**src/rtl/countdown_timer_if.sv**
```systemverilog
// Key-pulse / display bundle between a controller (or bench) and countdown_timer.
// Master drives the key pulses and preset; slave returns BCD digits and status.
interface countdown_timer_if;
    logic        load;
    logic        start_pause;
    logic [23:0] preset;
    logic [23:0] digits;
    logic        running;
    logic        paused;
    logic        alarm;

    modport master (
        output load, start_pause, preset,
        input  digits, running, paused, alarm
    );

    modport slave (
        input  load, start_pause, preset,
        output digits, running, paused, alarm
    );
endinterface

```
**src/rtl/countdown_timer.sv**
```systemverilog
// mm:ss.cc BCD countdown timer with alarm on expiry.
// Build option: define ALARM_BLINK_EN to make the alarm blink every BLINK_TICKS ticks.
module countdown_timer #(
    parameter int COUNTS      = 500000,
    parameter int BLINK_TICKS = 25
) (
    input  logic               clk,
    input  logic               rst,
    countdown_timer_if.slave   bus
);
    localparam int CW = $clog2(COUNTS);

    typedef enum logic [1:0] {IDLE, RUN, PAUSE, EXPIRED} state_t;

    state_t        state;
    logic [CW-1:0] tick_cnt;
    logic          wrap;
    logic [23:0]   preset_c;
    logic [23:0]   digits_dec;

`ifdef ALARM_BLINK_EN
    localparam int BW = (BLINK_TICKS > 1) ? $clog2(BLINK_TICKS) : 1;
    logic [BW-1:0] blink_cnt;
`endif

    // Digit index 0 is cs_l; indices 3 (sec_h) and 5 (min_h) are base-6 digits.
    function automatic logic [3:0] digit_max(input int i);
        return (i == 3 || i == 5) ? 4'd5 : 4'd9;
    endfunction

    function automatic logic [23:0] bcd_clamp(input logic [23:0] d);
        logic [23:0] r;
        r = d;
        for (int i = 0; i < 6; i++)
            if (r[i*4 +: 4] > digit_max(i)) r[i*4 +: 4] = digit_max(i);
        return r;
    endfunction

    function automatic logic [23:0] bcd_dec(input logic [23:0] d);
        logic [23:0] r;
        logic        borrow;
        r      = d;
        borrow = 1'b1;
        for (int i = 0; i < 6; i++) begin
            if (borrow) begin
                if (r[i*4 +: 4] == 4'd0) begin
                    r[i*4 +: 4] = digit_max(i);
                end else begin
                    r[i*4 +: 4] = r[i*4 +: 4] - 4'd1;
                    borrow      = 1'b0;
                end
            end
        end
        return r;
    endfunction

    assign wrap       = (tick_cnt == CW'(COUNTS - 1));
    assign preset_c   = bcd_clamp(bus.preset);
    assign digits_dec = bcd_dec(bus.digits);

    always_ff @(posedge clk) begin
        if (rst) begin
            state       <= IDLE;
            bus.digits  <= '0;
            tick_cnt    <= '0;
            bus.running <= 1'b0;
            bus.paused  <= 1'b0;
            bus.alarm   <= 1'b0;
`ifdef ALARM_BLINK_EN
            blink_cnt   <= '0;
`endif
        end else begin
            case (state)
                IDLE: begin
                    if (bus.load) begin
                        bus.digits <= preset_c;
                        tick_cnt   <= '0;
                    end else if (bus.start_pause && bus.digits != '0) begin
                        state       <= RUN;
                        bus.running <= 1'b1;
                    end
                end
                RUN: begin
                    tick_cnt <= wrap ? '0 : tick_cnt + 1'b1;
                    if (wrap) bus.digits <= digits_dec;
                    // Expiry outranks a pause requested on the same edge.
                    if (wrap && bus.digits == 24'h000001) begin
                        state       <= EXPIRED;
                        bus.running <= 1'b0;
                        bus.alarm   <= 1'b1;
`ifdef ALARM_BLINK_EN
                        blink_cnt   <= '0;
`endif
                    end else if (bus.start_pause) begin
                        state       <= PAUSE;
                        bus.running <= 1'b0;
                        bus.paused  <= 1'b1;
                    end
                end
                PAUSE: begin
                    if (bus.load) begin
                        bus.digits <= preset_c;
                        tick_cnt   <= '0;
                        state      <= IDLE;
                        bus.paused <= 1'b0;
                    end else if (bus.start_pause) begin
                        state       <= RUN;
                        bus.running <= 1'b1;
                        bus.paused  <= 1'b0;
                    end
                end
                EXPIRED: begin
                    if (bus.load || bus.start_pause) begin
                        if (bus.load) bus.digits <= preset_c;
                        tick_cnt  <= '0;
                        state     <= IDLE;
                        bus.alarm <= 1'b0;
                    end
`ifdef ALARM_BLINK_EN
                    else begin
                        tick_cnt <= wrap ? '0 : tick_cnt + 1'b1;
                        if (wrap) begin
                            if (blink_cnt == BW'(BLINK_TICKS - 1)) begin
                                blink_cnt <= '0;
                                bus.alarm <= ~bus.alarm;
                            end else begin
                                blink_cnt <= blink_cnt + 1'b1;
                            end
                        end
                    end
`endif
                end
                default: state <= IDLE;
            endcase
        end
    end
endmodule

```
**src/flat_wrapper.sv**
```systemverilog
// flat-port wrapper written by rule: the top's interface ports become plain ports
module countdown_timer_flat 
#(
    parameter int COUNTS      = 500000,
    parameter int BLINK_TICKS = 25
)
  (clk, rst, bus_load, bus_start_pause, bus_preset, bus_digits, bus_running, bus_paused, bus_alarm);
  countdown_timer_if bus_i ();
  input  logic clk;
  input  logic rst;
  input wire logic [$bits(bus_i.load)-1:0] bus_load;
  input wire logic [$bits(bus_i.start_pause)-1:0] bus_start_pause;
  input wire logic [$bits(bus_i.preset)-1:0] bus_preset;
  output wire logic [$bits(bus_i.digits)-1:0] bus_digits;
  output wire logic [$bits(bus_i.running)-1:0] bus_running;
  output wire logic [$bits(bus_i.paused)-1:0] bus_paused;
  output wire logic [$bits(bus_i.alarm)-1:0] bus_alarm;
  assign bus_i.load = bus_load;
  assign bus_i.start_pause = bus_start_pause;
  assign bus_i.preset = bus_preset;
  assign bus_digits = bus_i.digits;
  assign bus_running = bus_i.running;
  assign bus_paused = bus_i.paused;
  assign bus_alarm = bus_i.alarm;
  countdown_timer #(.COUNTS(COUNTS), .BLINK_TICKS(BLINK_TICKS)) u_core (.clk(clk), .rst(rst), .bus(bus_i));
endmodule
```
**config.mk**
```make
export PLATFORM = sky130hd
export DESIGN_NAME = countdown_timer_flat
export DESIGN_NICKNAME = d
export VERILOG_FILES = /design/src/rtl/countdown_timer_if.sv /design/src/rtl/countdown_timer.sv /design/src/flat_wrapper.sv
export SDC_FILE = /design/constraint.sdc
export NUM_CORES = 1
export LEC_CHECK = 0
export CORE_ASPECT_RATIO = 1.75
export CORE_MARGIN = 2
export CORE_UTILIZATION = 55
export CTS_CLUSTER_SIZE = 16
export DETAILED_ROUTE_END_ITERATION = 12
export HOLD_SLACK_MARGIN = 0.12
export PLACE_DENSITY = 0.93
export SLEW_MARGIN = 15
export SYNTH_ARGS = -nofsm -noshare
export SYNTH_HDL_FRONTEND = slang
export SYNTH_SLANG_ARGS = --single-unit
```
**constraint.sdc**
```tcl
create_clock -name clk -period 4.4 [get_ports clk]
set_input_delay 1.32 -clock clk [delete_from_list [all_inputs] [get_ports clk]]
set_output_delay 1.32 -clock clk [all_outputs]
set_load 0.01 [all_outputs]
```
==> key figures <==
Run status
  • Status: finished clean

Power and ir drop
  • P_leak: 1.13 nW
  • Worst IR Drop VDD: 366 uV
  • PwrDens: 305 mW/mm2

Clock network
  • Root buffer cell: clkbuf_8
  • Post-CTS resize count: 0
  • Num CTS Buffers: 5
  • CTS H-Tree Depth: 2
  • Post-CTS setup repair buffer count: 0
  • Clock Sink Count: 48
  • CTS Hold Buffers Added: 0
  • Clock Pin Slew Worst Setup and Hold Paths: 90 ps
  • Worst-skew pair later-pin latency: 300 ps
  • CTS max path bufs: 2
  • CTS tree: yes

STA
  • Final Hold Vio Count: 0
  • TNS Setup: 0 ps
  • Count of final setup violators: 0
  • Tmin final: 2880 ps
  • Slew margin rel.: 30.0%
  • Max Slew Vio Count: 0
  • Final clock skew: 10.5 ps
  • Final period utilization: 65.4%
  • Worst Max-Slew Pin Slew: 1040 ps
  • Max Clk Rate: 348 MHz
  • RSZ-0062 raised after global routing: false

Finish
  • Antenna fix cells: 0
  • Layout cell share with drive strength beyond 1: 5.90%
  • Commonest non-fill, non-tap cell in the layout: clkdlybuf4s50_1
  • P&R area growth vs syn: 23.2%
  • Post-Layout Cell Count: 444
  • FILL cells: 384
  • Final #Nets: 418
  • Most frequent cells in the layout: 54 x clkdlybuf4s50_1, 48 x dfxtp_1, 47 x nor2_1

Routing
  • Via count: 2878
  • Final WL: 7370 um
  • Post-route ant nets: 0
  • DRC viols: 0
  • 1st-pass router iterations: 6
  • DRT iter0 DRCs: 193
  • Post-detailed-route wirelength per cell: 16.6 um
  • Via density: 6.48

Global routing
  • Antenna violations before repair: 0
  • Global-route wire length before repair: 11900 um
  • Largest net degree at the start of global routing: 27
  • Overflow after GRT: 0
  • GRT Resource Usage Total: 26.1%
  • Vias in the first global route: 2740

Setup path
  • CP cell instances: clkdlybuf4s50_1, nand2_1, o21a_1, a311o_1, a21oi_1
  • CP peak stage delay: 620 ps
  • CP Capture Type: flop
  • Maximum fanout along the worst path: 12
  • CP max stage cell: clkdlybuf4s50_1
  • Crit path DAT: 3120 ps
  • Crit Path Category: input pin to flop
  • Crit path max-delay family: compound AO/OA/AOI/OAI gates
  • Critical Path Start Type: input pin
  • Worst EP required: 4640 ps
  • Worst Path Buf+Inv: 1

Yosys
  • Synthesized netlist cell count: 345
  • YS warnings: 0
  • Dominant cell type by area after synthesis: dfxtp_1
  • Top-area cell type share of the netlist area: 34.8%
  • Post-synth ARST share: 0%
  • Synth top area cells: dfxtp_1 35%, nor2_1 6.4%, xnor2_1 4.8%
  • Post-Syn Nets: 374
  • Sequential share of the synthesized area: 34.8%
  • FF+latch count, synth: 48
  • Post-Syn Area: 0.00276 mm2
  • Number of flops mapped to enable cells by yosys: 0
  • Netlist cell types: 59
  • Mean Syn Cell Area: 8.00 um2
  • Post-synth top flop: dfxtp_1

Placement
  • PortBufs: 54
  • Placer Congestion: 0.906
  • Dpl hpwl: 5240 um
  • Cells after DPL: 436

Hold path
  • Hold Path Class: flop to flop

Floorplan
  • I/O Pins: 55
  • Initial Util: 56.4%
  • Core area: 0.00489 mm2
  • Die footprint: 0.00562 mm2
  • Row count: 34
  • Die width: 57.5 um
  • Die Y: 97.7 um

Flow run
  • Max-cap violation count: 0
## layer usage
metal / vias up / global-route usage, % / routed length, um / part of all wire [%]
met1: 1373 / 27.4 / 2710 / 37
met2: 111 / 46.9 / 4020 / 54
li1: 1370 / - / - / -
met3: 24 / 4.93 / 413 / 5.6
met5: - / 0 / 0 / 0
met4: 0 / 13.4 / 230 / 3.1
## layout make-up
class,instances,area [um2],area share [%]
inverter,9,33.8,0.994
multi-input combinational,268,1650,48.5
timing repair buffer,57,563,16.6
clock inverter,1,30.0,0.884
clock buffer,7,96.3,2.84
sequential,48,961,28.3
tap,54,67.6,1.99
## worst reg2reg max path, cell delays in order, from the launching register on
cell      delay, ps
dfxtp_1         520
nand2b_1        580
or2_1           480
or4_1           680
or3_1           360
a31oi_1         160
## logic make-up (layout without fill, tap and decap cells)
kind of cell | count (synthesis) | after routing | synth area share (%)
buffers and inverters | 29 | 74 | 5.62
XOR/XNOR | 17 | 17 | 5.40
multiplexers | 3 | 3 | 1.09
flip-flops | 48 | 48 | 34.8
AND/OR/NAND/NOR | 152 | 152 | 30.3
adder cells (fa/ha/maj) | 1 | 1 | 0.453
AO/OA/AOI/OAI | 95 | 95 | 22.3
## final timing paths
path | startpoint | to | slack [ps] | depth (start not counted)
max | bus_load | u_core.bus.digits[0]$_SDFFE_PP0P_ | 1520 | 5
min | u_core.bus.digits[23]$_SDFFE_PP0P_ | u_core.bus.digits[23]$_SDFFE_PP0P_ | 470 | 2
max reg2reg | u_core.state[0]$_SDFFE_PP0P_ | u_core.bus.digits[14]$_SDFFE_PP0P_ | 1530 | 5
min reg2reg | u_core.bus.digits[23]$_SDFFE_PP0P_ | u_core.bus.digits[23]$_SDFFE_PP0P_ | 470 | 2
## cells in the mapped netlist (3+ instances only)
| master | n |
|---|---|
| mux2i_1 | 3 |
| nand4_1 | 7 |
| nor4_1 | 13 |
| nor2_1 | 47 |
| a211oi_1 | 4 |
| or3_1 | 4 |
| o21ai_0 | 25 |
| nor3_1 | 13 |
| nand4b_1 | 4 |
| xnor2_1 | 15 |
| a21oi_1 | 22 |
| buf_6 | 3 |
| dfxtp_1 | 48 |
| inv_1 | 9 |
| nor3b_1 | 3 |
| nand3_1 | 13 |
| clkbuf_1 | 11 |
| o21a_1 | 7 |
| nand2_1 | 22 |
| o41ai_1 | 3 |
| o211ai_1 | 5 |
| and4_1 | 3 |
| or2_2 | 5 |
| a31oi_1 | 7 |
## power breakdown
group / switching, W / leakage, nW / internal (W)
Sequential: 0.0000265 / 0.392 / 0.000453
Clock: 0.000149 / 0.0645 / 0.000201
Combinational: 0.000110 / 0.677 / 0.0000960
## per-stage QoR
stage | total power [W] | setup slack (ps) | area, um2 | utilization (%) | hold WS (ps)
after global placement | 0.000684 | 934 | 3270 | 66.8 | 458
after detailed placement | 0.000689 | 848 | 3270 | 66.8 | 461
after floorplan | 0.000601 | 1970 | 2760 | - | 477
final | 0.00103 | 1520 | 3400 | 69.5 | 473
after global routing | 0.00107 | 1380 | 3400 | 69.5 | 504
after CTS | 0.00103 | 1160 | 3390 | 69.4 | 474
## state kept, by name, indices dropped and copies added (netlist names)
register,cells
u_core.bus.alarm,1
u_core.bus.digits,24
u_core.bus.paused,1
u_core.tick_cnt,19
u_core.state,2
u_core.bus.running,1
Power figures use the tool's default switching activity.
